$ cat config.mk
export PLATFORM = sky130hd
export DESIGN_NAME = sparc_exu_wb_pipe
export DESIGN_NICKNAME = d
export VERILOG_FILES = /design/src/rtl/sparc_exu_pipe_pkg.sv /design/src/rtl/sparc_exu_wb_stg.sv /design/src/rtl/sparc_exu_wb_pipe.sv
export SDC_FILE = /design/constraint.sdc
export NUM_CORES = 1
export LEC_CHECK = 0
export ABC_AREA = 0
export BUFFER_PORTS_ARGS = -buffer_cell sky130_fd_sc_hd__buf_2
export CAP_MARGIN = 40
export CORE_ASPECT_RATIO = 0.7
export CORE_UTILIZATION = 41
export CTS_CLUSTER_DIAMETER = 120
export CTS_CLUSTER_SIZE = 40
export DETAILED_ROUTE_END_ITERATION = 10
export PLACE_DENSITY = 0.83
export SETUP_SLACK_MARGIN = 0.2
export SLEW_MARGIN = 20
export SYNTH_ARGS = -nofsm -noshare
export SYNTH_HDL_FRONTEND = slang
export SYNTH_SLANG_ARGS = --single-unit
$ cat constraint.sdc
create_clock -name clk -period 1.06 [get_ports clk]
set_input_delay 0.053 -clock clk [delete_from_list [all_inputs] [get_ports clk]]
set_output_delay 0.053 -clock clk [all_outputs]
set_load 0.03 [all_outputs]
$ cat src/rtl/sparc_exu_pipe_pkg.sv
// Shared constants, stage record and thread-match helper for the EXU
// write-back pipeline.
package sparc_exu_pipe_pkg;

    localparam int NTHR    = 4;
    localparam int SIZE    = 3;
    localparam int THR_MAX = 32;

    typedef struct packed {
        logic            vld;
        logic [NTHR-1:0] thr;
        logic [SIZE-1:0] data;
    } stg_t;

    // Width-agnostic one-hot overlap test; callers zero-extend to THR_MAX.
    function automatic logic thr_match(input logic [THR_MAX-1:0] a,
                                       input logic [THR_MAX-1:0] b);
        return |(a & b);
    endfunction

endpackage

$ cat src/rtl/sparc_exu_wb_stg.sv
// One pipeline stage register {vld, thr, data} with hold, valid-clear and
// asynchronous active-low reset.
module sparc_exu_wb_stg #(
    parameter int SIZE = 3,
    parameter int NTHR = 4
) (
    input  logic            clk,
    input  logic            arst_l,
    input  logic            hold,
    input  logic            clr,
    input  logic            d_vld,
    input  logic [NTHR-1:0] d_thr,
    input  logic [SIZE-1:0] d_data,
    output logic            q_vld,
    output logic [NTHR-1:0] q_thr,
    output logic [SIZE-1:0] q_data
);

    // clr only ever drops the valid bit; payload is don't-care once invalid.
    always_ff @(posedge clk or negedge arst_l) begin
        if (!arst_l) begin
            q_vld  <= 1'b0;
            q_thr  <= '0;
            q_data <= '0;
        end else if (hold) begin
            q_vld  <= q_vld & ~clr;
        end else begin
            q_vld  <= d_vld & ~clr;
            q_thr  <= d_thr;
            q_data <= d_data;
        end
    end

endmodule

$ cat src/rtl/sparc_exu_wb_pipe.sv
// E->M->W write-back pipe for the EXU per-thread state register, with
// stall/flush/kill handling and a youngest-first read bypass.
module sparc_exu_wb_pipe
    import sparc_exu_pipe_pkg::*;
#(
    parameter int SIZE = 3,
    parameter int NTHR = 4
) (
    input  logic            clk,
    input  logic            arst_l,
    input  logic            se,
    input  logic            wen_e,
    input  logic [NTHR-1:0] thr_e,
    input  logic [SIZE-1:0] data_e,
    input  logic            stall,
    input  logic            flush,
    input  logic            kill_m,
    input  logic            kill_w,
    input  logic [NTHR-1:0] thr_out,
    input  logic [SIZE-1:0] reg_data,
    output logic            wen_w,
    output logic [NTHR-1:0] thr_w,
    output logic [SIZE-1:0] data_in_w,
    output logic [SIZE-1:0] byp_data,
    output logic            byp_hit,
    output logic            busy
);

    logic            m_vld, w_vld;
    logic [NTHR-1:0] m_thr, w_thr;
    logic [SIZE-1:0] m_data, w_data;
    logic            e_vld, w_clr;
    logic            m_hit, w_hit;

    wire unused_se = se;

    assign e_vld = wen_e & (|thr_e);
    // While stalled W holds, so only kill_w can retire it; otherwise W takes M.
    assign w_clr = stall ? kill_w : (flush | kill_m);

    sparc_exu_wb_stg #(.SIZE(SIZE), .NTHR(NTHR)) u_stg_m (
        .clk    (clk),
        .arst_l (arst_l),
        .hold   (stall),
        .clr    (flush),
        .d_vld  (e_vld),
        .d_thr  (thr_e),
        .d_data (data_e),
        .q_vld  (m_vld),
        .q_thr  (m_thr),
        .q_data (m_data)
    );

    sparc_exu_wb_stg #(.SIZE(SIZE), .NTHR(NTHR)) u_stg_w (
        .clk    (clk),
        .arst_l (arst_l),
        .hold   (stall),
        .clr    (w_clr),
        .d_vld  (m_vld),
        .d_thr  (m_thr),
        .d_data (m_data),
        .q_vld  (w_vld),
        .q_thr  (w_thr),
        .q_data (w_data)
    );

    assign wen_w     = w_vld & ~kill_w & ~stall;
    assign thr_w     = w_vld ? w_thr  : '0;
    assign data_in_w = w_vld ? w_data : '0;

    // M is younger than W, so it takes priority on a thread match.
    assign m_hit = m_vld & thr_match(THR_MAX'(m_thr), THR_MAX'(thr_out));
    assign w_hit = w_vld & ~kill_w & thr_match(THR_MAX'(w_thr), THR_MAX'(thr_out));

    always_comb begin
        byp_data = reg_data;
        if (m_hit)
            byp_data = m_data;
        else if (w_hit)
            byp_data = w_data;
    end

    assign byp_hit = m_hit | w_hit;
    assign busy    = m_vld | w_vld;

endmodule

== Yosys cells after proc, flatten, opt, wreduce, memory -nomap -nowiden ==
Index checks and enable logic that the tools add are counted.
Word-level totals
  bits in registers: 16
  latch bits: 0
  bits in writable memories: 0
  bits in read-only memories: 0
  bits of input ports: 22
  word-level logic and storage cells: 34
  memories: 0
Operators by class
  add/sub/neg operators: 0
  $mul: 0
  divide/modulo/power cells: 0
  $lt $le $gt $ge: 0
  equal/unequal tests: 0
  shifts and indexed selects: 0
  multiplexer cells: 7
  bitwise gates (word level): 18
  reductions and logical operators: 3
Operators by type and width (number)
  32-bit OR reduction: 2
  1-bit bitwise AND: 9
  3-bit two-way mux: 3
  4-bit bitwise AND: 2
  4-bit two-way mux: 1
  1-bit inverter: 4
  4-bit OR reduction: 1
  1-bit two-way mux: 3
  1-bit bitwise OR: 3

== Logic depth before layout (Yosys ltp) ==
Gate-level depths: netlist of run 1.
  word-level depth: 5
  depth in mapped cells: 5
  depth with buffers taken out: 4

== Modules after synthesis ==
Synthesis of run 1 repeated with hierarchy kept, for this count alone.
Second synthesis, totals
  cells, all modules: 66
  area total of the unflattened synthesis: 875.8 µm²
By module, submodules not included
  sparc_exu_wb_stg: instances 2, cells an instance 18, area each 330.3 µm², sequential area each 200.2 µm²
  sparc_exu_wb_pipe: instances 1, cells an instance 30, area each 215.2 µm², sequential area each 0.0 µm²

== Worst setup path after synthesis of run 1 ==
OpenSTA, ideal clock, no wires.
  path kind: flip-flop to output port
  start: register u_stg_m.q_thr[2]
  end: output byp_data[0]
  data arrival time: 1.375 ns
  data required time: 1.007 ns
  slack: -0.368 ns
  cell stages (with the launch flop): 5
  path through: dfrtp_1 > a22o_1 > o21ai_2 > nor2_1 > a21oi_1
On the way
  word-level cells in the longest chain between the ends: 4
Ends and longest elaborated chain
  start, declared: line sparc_exu_wb_stg.sv:15  | output logic [NTHR-1:0] q_thr,
  start signal, assigned: line sparc_exu_wb_stg.sv:29  | q_thr <= d_thr;
  4-bit bitwise AND: line sparc_exu_pipe_pkg.sv:18  | return |(a & b);
  32-bit OR reduction: line sparc_exu_pipe_pkg.sv:18
  1-bit bitwise AND: line sparc_exu_wb_pipe.sv:72  | assign m_hit = m_vld & thr_match(THR_MAX'(m_thr), THR_MAX'(thr_out));
  3-bit two-way mux: line sparc_exu_wb_pipe.sv:77  | if (m_hit)
  end, declared: line sparc_exu_wb_pipe.sv:24  | output logic [SIZE-1:0] byp_data,
No other way between the ends.

== Worst setup path after layout of run 1 ==
  start: register u_stg_w.q_thr[2]
  end: output byp_data[1]
On the way
  word-level cells in the longest chain between the ends: 5
Ends and longest elaborated chain
  start, declared: line sparc_exu_wb_stg.sv:15
  start signal, assigned: line sparc_exu_wb_stg.sv:29
  4-bit bitwise AND: line sparc_exu_pipe_pkg.sv:18
  32-bit OR reduction: line sparc_exu_pipe_pkg.sv:18
  1-bit bitwise AND: line sparc_exu_wb_pipe.sv:73  | assign w_hit = w_vld & ~kill_w & thr_match(THR_MAX'(w_thr), THR_MAX'(thr_out));
  3-bit two-way mux: line sparc_exu_wb_pipe.sv:79  | else if (w_hit)
  3-bit two-way mux: line sparc_exu_wb_pipe.sv:77
No other way between the ends.

==> results.cfg, run 1 <==
[layout]
syn_to_final_growth_pct = 90.5
drive_gt1_share_pct = 76.2
final_core_util_pct = 82.8
final_nets = 153
diodes = 0
fill_cells = 99
final_cells = 152

[yosys]
syn_inst = 65
ys_warn_count = 0
synth_area_leaders = dfrtp_1 (50%), mux2_2 (15%), and2_2 (6.5%)
synth_top_area_cell = dfrtp_1
synth_area_per_cell_um2 = 12.4
yosys-top-cells-count = dfrtp_1 (16), mux2_2 (11), and2_2 (7), nor2_1 (7)
synth_top_area_share_pct = 49.7
synth_seq_area_share_pct = 49.7
async_flop_share_pct = 100
synth_edf_count = 0
yosys.cell_types.count = 19
synth.most_common_cell = dfrtp_1
netlist_area_um2 = 806
synth.net_count = 87
ys_seq_elements = 16
synth_ff_type = dfrtp_1

[critical_path]
required_ns = 1.01
worst_setup_path_end_kind = output pin
critPathArrivalTime_ns = 1.58
critical_path_class = reg -> out
cp_max_fo = 4
start_kind = register

[route]
drt_iter0_markers = 7
antenna_left = 0
vias_per_cell = 4.93
drtPass1Iterations = 4
drt-total-wl_um = 2300
vias = 750
drc = 0
post_drt_wl_per_cell_um = 15.1

[power_and_ir_drop]
power_density_nw_per_um2 = 1100
leakage_uw = 0.000723
peakVddDrop_uv = 1040
total_power_uw = 1680

[timing]
finalWorstSetupSlack_ns = -0.575
period_share_pct = 154
hold_violations = 1
fmax_mhz = 612
whs_ns = -0.00173
clock_skew_ns = 0.00308
tns_ns = -5.19
worst_pin_slew_ns = 0.428
finalCriticalPeriod_ns = 1.63
rsz0062_at_grt = true
report.final.slew_viol_count = 0
setup_viol = 13
relSlewSlack_pct = 71.5

[outcome]
violations = negative hold slack, negative setup slack
status = finished, violations left

[die]
fp.coreArea_um2 = 1850
std_cell_rows = 13
fp.dieArea_um2 = 2150
num_io_pins = 35
die_w_um = 55.0
fp.dieH_um = 39.1
initial_utilization_pct = 43.5

[clocking]
cts_buffers = 3
path_clk_slew_ns = 0.09
cts_sinks = 16
clock_latency_ns = 0.30
h-tree-depth = 1
cts_tree = built
root_buffer = clkbuf_4
clk_path_buf_depth = 2

[place]
gp_congestion = 0.674
port_buffers = 33
dp.cells = 133
hpwl_um = 1430

[global_routing]
grt_max_degree = 17
antenna_found_initial = 0
grt_pass1_wl_um = 3280
grt_pass1_vias = 720
gr-total-overflow = 0
grt_use_total_pct = 23.9

[job]
maxCapViolCount = 0

[hold_path]
hp-class = in -> reg
-- routing by layer --
layer  wire length, um  vias to the layer above  global-route usage, %
li1                  -                      363                      -
met1              1000                      360                   28.2
met2              1180                       23                   39.8
met3                84                        4                   7.84
met4                29                        0                   10.0
met5                 0                        -                      0
-- report_power, final --
part / switching, uW / internal (uW) / total (uW)
logic: 210 / 315 / 525
registers: 63.3 / 680 / 743
clock network: 204 / 210 / 414
total: 477 / 1210 / 1680
-- cell usage in the layout, fill, tap and decap left out --
| cell type | count |
|---|---|
| buf_6 | 27 |
| buf_2 | 20 |
| dfrtp_1 | 15 |
| dlygate4sd3_1 | 8 |
| buf_4 | 8 |
| and2_4 | 7 |
| mux2_4 | 7 |
| mux2_2 | 6 |
| a21oi_4 | 4 |
| nor2_2 | 4 |
| mux2i_2 | 3 |
| clkbuf_4 | 3 |
| a22o_1 | 2 |
| a22oi_2 | 2 |
| nor2_1 | 2 |
| o21ai_4 | 1 |
| nand2b_4 | 1 |
| nand2b_1 | 1 |
| or2_4 | 1 |
| nor2_4 | 1 |
| o41ai_1 | 1 |
| a21oi_1 | 1 |
| nand2_2 | 1 |
| mux2i_4 | 1 |
| mux2_1 | 1 |
| clkbuf_8 | 1 |
| dfrtp_2 | 1 |
-- sequential cells by signal (all words and copies together), names as in the netlist --
| register | cells |
|---|---|
| u_stg_w.q_vld | 1 |
| u_stg_w.q_data | 3 |
| u_stg_m.q_vld | 1 |
| u_stg_m.q_data | 3 |
| u_stg_m.q_thr | 4 |
| u_stg_w.q_thr | 4 |
-- stage by stage --
stage	area [um2]	setup slack, ns	hold slack [ns]
floorplan	861	-0.219	-0.243
global placement	1150	-0.256	-0.0242
detailed placement	1150	-0.303	-0.0159
CTS	1450	-0.532	0.00579
global route	1540	-0.632	0.00754
finish	1540	-0.575	-0.00173
-- logic make-up after synthesis --
kind of cell    Yosys count  share of synthesized area [%]
flops                    16                           49.7
simple gates             18                           12.9
compound gates           11                           11.3
buf+inv                   2                           1.55
mux                      18                           24.5
-- layout make-up --
cell class,instances,area [um2],area share [%]
clock buffer,4,36.3,2.36
multi-input combinational,47,526,34.2
sequential,16,402,26.2
tap,22,27.5,1.79
timing repair buffer,63,544,35.5
-- repair_timing --
| action | 4_1_cts | 5_1_grt |
|---|---|---|
| hold buffers | 5 | 3 |
| resized for setup | 57 | 9 |
| hold endpoints to repair | 20 | 3 |
| pin swaps | 7 | 5 |
| setup buffers | 4 | 3 |
| endpoints found under the setup margin | 23 | 24 |
| gates cloned | 0 | 0 |
-- worst paths after layout --
path	from	end	slack (ns)	cells after the start
setup / recovery	u_stg_w.q_thr[2]	byp_data[1]	-0.57	5
hold / removal	thr_e[2]	u_stg_m.q_thr[2]	-0.002	2
setup reg to reg	u_stg_w.q_thr[2]	u_stg_w.q_thr[2]	0.01	3
hold reg to reg	u_stg_m.q_data[2]	u_stg_m.q_data[2]	0.54	1
max in group asynchronous	arst_l	u_stg_m.q_vld	0.59	2
min in group asynchronous	arst_l	u_stg_w.q_thr[0]	0.20	2
-- critical path, cell delays in order (launching register included) --
cell and delay (ns):
dfrtp_1 0.41, a22oi_2 0.12, a21oi_4 0.24, mux2i_2 0.30, a21oi_4 0.08, buf_6 0.14
No activity file was read; power rests on OpenSTA's default activity.
==> inputs of run 2 (changes only) <==
- CORE_UTILIZATION: 41 -> 35
- PLACE_DENSITY: 0.83 -> 0.74
==> results.cfg, run 2 (synthesis results as in run 1) <==
[clocking]
h-tree-depth = 1
path_clk_slew_ns = 0.08
clk_path_buf_depth = 2
cts_buffers = 3
root_buffer = clkbuf_4
clock_latency_ns = 0.29
cts_sinks = 16
cts_tree = built

[route]
drc = 0
antenna_left = 0
vias_per_cell = 4.66
post_drt_wl_per_cell_um = 13.8
vias = 722
drt_iter0_markers = 6
drtPass1Iterations = 4
drt-total-wl_um = 2140

[layout]
final_nets = 147
diodes = 0
syn_to_final_growth_pct = 82.8
fill_cells = 163
final_common_cell = buf_6
mostFrequentLayoutCells = buf_6 (28), buf_2 (20), dfrtp_1 (16)
drive_gt1_share_pct = 74.0
largest_registers = u_stg_m.q_thr (4), u_stg_w.q_thr (4)
final_cells = 155

[timing]
relSlewSlack_pct = 72.9
report.final.slew_viol_count = 0
period_share_pct = 152
setup_viol = 14
hold_violations = 0
worst_pin_slew_ns = 0.406
fmax_mhz = 621
clock_skew_ns = 0.00451
finalWorstSetupSlack_ns = -0.550
finalCriticalPeriod_ns = 1.61
rsz0062_at_grt = true

[critical_path]
critPathArrivalTime_ns = 1.56
max_stage_delay_ns = 0.41
required_ns = 1.01
endpoint = byp_data[0]
worst_setup_path_end_kind = output pin
crit_chain = a22o_1, o21ai_4, buf_12, nor2_2, a21oi_4, buf_6
start_kind = register
ff2ff_setup_slack_ns = -0.03
regToRegStartpoint = u_stg_w.q_thr[1]
cp-startpoint = u_stg_m.q_thr[2]
critPathSlowestCell = dfrtp_1
r2r_end = u_stg_w.q_thr[1]
critical_path_class = reg -> out
r2r_cells = 4
cp_max_fo = 7

[outcome]
status = finished, violations left
violations = negative setup slack

[job]
maxCapViolCount = 0

[place]
dp.cells = 142
port_buffers = 33
pre_cts_slack_ns = -0.286
hpwl_um = 1430
gp_congestion = 0.796

[die]
std_cell_rows = 14
num_io_pins = 35
initial_utilization_pct = 37.4
fp.coreArea_um2 = 2150
fp.dieH_um = 42.1
die_w_um = 59.4
fp.dieArea_um2 = 2500

[global_routing]
grt_max_degree = 17
grt_use_total_pct = 19.3
antenna_found_initial = 0
grt_pass1_wl_um = 3470
grt_pass1_vias = 751
gr-total-overflow = 0

[power_and_ir_drop]
peakVddDrop_uv = 623
leakage_uw = 0.000694
total_power_uw = 1570
power_density_nw_per_um2 = 1070

[hold_path]
hp-class = in -> reg
## run 2: layer usage
| layer | track usage, % | wire length (um) |
|---|---|---|
| met1 | 24.4 | 934 |
| met2 | 33.0 | 1090 |
| met3 | 4.63 | 92 |
| met4 | 4.29 | 13 |
| met5 | 0 | 0 |
## run 2: layout make-up
| cell class | count | area (um2) | share of cell area, % |
|---|---|---|---|
| clock buffer | 3 | 22.5 | 1.53 |
| multi-input combinational | 47 | 504 | 34.2 |
| sequential | 16 | 400 | 27.2 |
| tap | 32 | 40.0 | 2.72 |
| timing repair buffer | 57 | 505 | 34.3 |
## run 2: metrics by stage
step,instance area (um2),hold WS [ns],setup TNS [ns],util [%]
2_1_floorplan,861,-0.243,-0.840,-
3_3_place_gp,1150,-0.0182,-0.930,53.6
3_5_place_dp,1150,-0.0140,-1.00,53.6
4_1_cts,1430,0.00128,-4.16,66.3
5_1_grt,1470,0.00446,-4.93,68.4
6_report,1470,0.0102,-4.28,68.4
## run 2: worst min-delay path by stage
| stage | start | end | slack, ns | depth (start not counted) |
|---|---|---|---|---|
| after detailed placement | arst_l | u_stg_w.q_vld | -0.01 | 1 |
| after global placement | arst_l | u_stg_w.q_vld | -0.02 | 1 |
| after floorplan | arst_l | u_stg_m.q_data[0] | -0.24 | 0 |
| final | thr_e[3] | u_stg_m.q_thr[3] | 0.01 | 2 |
| after CTS | thr_e[3] | u_stg_m.q_thr[3] | 0.001 | 2 |
| after global routing | thr_e[3] | u_stg_m.q_thr[3] | 0.004 | 2 |
## run 2: report_power, final
group | switching, uW | internal [uW]
Clock | 182 | 132
Sequential | 62.2 | 680
Combinational | 201 | 317
Total | 446 | 1130
## run 2: critical path, delay by kind of cell (launching register included)
| family | cells | cell delay (ns) |
|---|---|---|
| buffers and inverters | 2 | 0.28 |
| AOI/OAI and AO/OA | 3 | 0.54 |
| DFF | 1 | 0.41 |
| and+or+nand+nor | 1 | 0.05 |
## run 2: repair_timing
action	in CTS	in global routing
endpoints found under the setup margin	21	22
pin swaps	10	2
buffers inserted	3	3
hold buffers	4	0
resized for setup	55	6
hold endpoints to repair	19	0
==> inputs of run 3 (changes only) <==
- CORE_UTILIZATION: 35 -> 42
- HOLD_SLACK_MARGIN: default -> 0.12
- PLACE_DENSITY: 0.74 -> 0.84
- SYNTH_HIERARCHICAL: default -> 1
==> results.cfg, run 3 <==
[timing]
period_share_pct = 157
hold_violations = 0
finalWorstSetupSlack_ns = -0.604
fmax_mhz = 601
finalCriticalPeriod_ns = 1.66
rsz0062_at_grt = true
setup_viol = 16
report.final.slew_viol_count = 0
clock_skew_ns = 0.00159
worst_pin_slew_ns = 0.368
relSlewSlack_pct = 75.4

[critical_path]
worst_setup_path_end_kind = output pin
cp_max_fo = 4
critPathArrivalTime_ns = 1.61
critical_path_class = reg -> out
start_kind = register
required_ns = 1.01

[die]
num_io_pins = 35
fp.dieH_um = 40.2
fp.coreArea_um2 = 1900
std_cell_rows = 13
die_w_um = 56.6
initial_utilization_pct = 46.0
fp.dieArea_um2 = 2270

[yosys]
synth_top_area_cell = dfrtp_1
synth_area_leaders = dfrtp_1 (46%), mux2_4 (24%), and2_2 (6.0%)
yosys-top-cells-count = dfrtp_1 (16), mux2_4 (14), and2_2 (7), nor2_1 (7), mux2i_1 (5)
synth_area_per_cell_um2 = 13.3
synth.net_count = 88
synth.most_common_cell = dfrtp_1
synth_top_area_share_pct = 45.7
ys_seq_elements = 16
syn_inst = 66
yosys.cell_types.count = 17
synth_seq_area_share_pct = 45.7
synth_edf_count = 0
synth_ff_type = dfrtp_1
netlist_area_um2 = 876
async_flop_share_pct = 100
ys_warn_count = 6

[layout]
syn_to_final_growth_pct = 81.1
mostFrequentLayoutCells = buf_6 (23), buf_2 (20), dfrtp_1 (16)
diodes = 0
multi_input_area_um2 = 551
final_common_cell = buf_6
fill_cells = 94
largest_registers = u_stg_m/q_thr (4), u_stg_w/q_thr (4)
final_nets = 157
drive_gt1_share_pct = 71.6
regArea_um2 = 400
fin_area_um2 = 1590

[power_and_ir_drop]
peakVddDrop_uv = 1130
clkPwrFrac_pct = 22.4
seqPwrFrac_pct = 41.3
comb_power_share_pct = 36.3
power_density_nw_per_um2 = 1140
swShare_pct = 28.9
power_switching_uw = 524
leakage_uw = 0.000773
internal_power_uw = 1290

[global_routing]
grt_use_total_pct = 25.3
gr-total-overflow = 0
grt_pass1_vias = 815
grt_pass1_wl_um = 3950
antenna_found_initial = 0
grt_max_degree = 20

[clocking]
clk_path_buf_depth = 2
cts_buffers = 3
clock_latency_ns = 0.28
cts_tree = built
cts_sinks = 16
root_buffer = clkbuf_4
path_clk_slew_ns = 0.10
h-tree-depth = 1

[place]
hpwl_um = 1630
gp_congestion = 0.848
placed_cell_area_um2 = 1220
pre_cts_slack_ns = -0.399
port_buffers = 33

[route]
vias = 810
drt-total-wl_um = 2720
wl_met1_um = 1100
wl_met3_um = 118
drc = 0
antenna_left = 0
drtPass1Iterations = 4
post_drt_wl_per_cell_um = 17.4
top_layer = met4
met2WireLength_um = 1380
drt_iter0_markers = 15
vias_per_cell = 5.19

[outcome]
violations = negative setup slack
status = finished, violations left

[hold_path]
hp-class = in -> reg

[job]
maxCapViolCount = 0
[run 3: cell count changes after synthesis, sizes merged]
cell   before  now
a21oi       5    4
o41ai       1    0
o21ai       1    2
mux2i       4    5
o41a        0    1
[run 3: path summary, 6_finish.rpt]
| check | from | to | slack [ns] | cells after the start |
|---|---|---|---|---|
| max in group asynchronous | arst_l | u_stg_m/q_thr[1] | 0.60 | 2 |
| worst max-delay path | u_stg_w/q_thr[1] | byp_data[0] | -0.60 | 5 |
| worst min-delay path | wen_e | u_stg_m/q_vld | 0.16 | 4 |
| min in group asynchronous | arst_l | u_stg_w/q_thr[3] | 0.20 | 2 |
| worst min register to register | u_stg_w/q_data[2] | u_stg_w/q_data[2] | 0.57 | 1 |
| worst max register to register | u_stg_w/q_thr[1] | u_stg_w/q_thr[1] | -0.06 | 4 |
[run 3: stage by stage]
step	hold WS (ns)	util, %	power (uW)	setup TNS [ns]	std cells
after global placement	-0.0231	64.0	1180	-0.940	133
after detailed placement	-0.0110	64.0	1200	-1.17	133
after floorplan	-0.243	-	1010	-0.864	66
final	0.157	83.4	1810	-4.32	156
after CTS	0.153	81.6	1770	-4.10	153
after global routing	0.170	83.4	1890	-4.99	156
[run 3: per-layer routing]
metal,vias to the layer above,track usage (%)
met5,-,0
met4,0,14.0
met3,10,5.81
met2,34,49.1
met1,395,27.0
li1,371,-
[run 3: cells by family (layout without fill, tap and decap cells)]
kind of cell | count (synthesis) | in the layout | synth area share, %
AO/OA/AOI/OAI | 11 | 11 | 10.1
multiplexers | 19 | 19 | 29.7
AND/OR/NAND/NOR | 18 | 18 | 11.9
buffers and inverters | 2 | 70 | 2.57
flip-flops | 16 | 16 | 45.7
[run 3: cell type report]
class                           count  share of cell area [%]
Clock buffer                        4                    2.29
Timing Repair Buffer               66                    36.0
Sequential cell                    16                    25.2
Tap cell                           22                    1.74
Multi-Input combinational cell     48                    34.7
[run 3: critical path, stage by stage, from the launching register on]
cell	delay (ns)
dfrtp_1	0.39
a22oi_2	0.11
a21oi_4	0.28
mux2i_4	0.32
a21oi_4	0.08
buf_6	0.14
[run 3: power by group through the flow]
stage	Combinational (uW)	Sequential, uW	Clock, uW
after global placement	441	739	0
after global routing	688	754	445
final	658	750	406
after detailed placement	458	745	0
after floorplan	273	735	0
after CTS	611	743	416
[run 3: timing repair]
| item | in CTS | in global routing |
|---|---|---|
| gates resized for setup | 44 | 3 |
| hold buffers | 11 | 0 |
| pin swaps | 8 | 1 |
| buffers inserted | 5 | 3 |
| hold endpoints to repair | 25 | 0 |
| setup endpoints to repair | 23 | 23 |
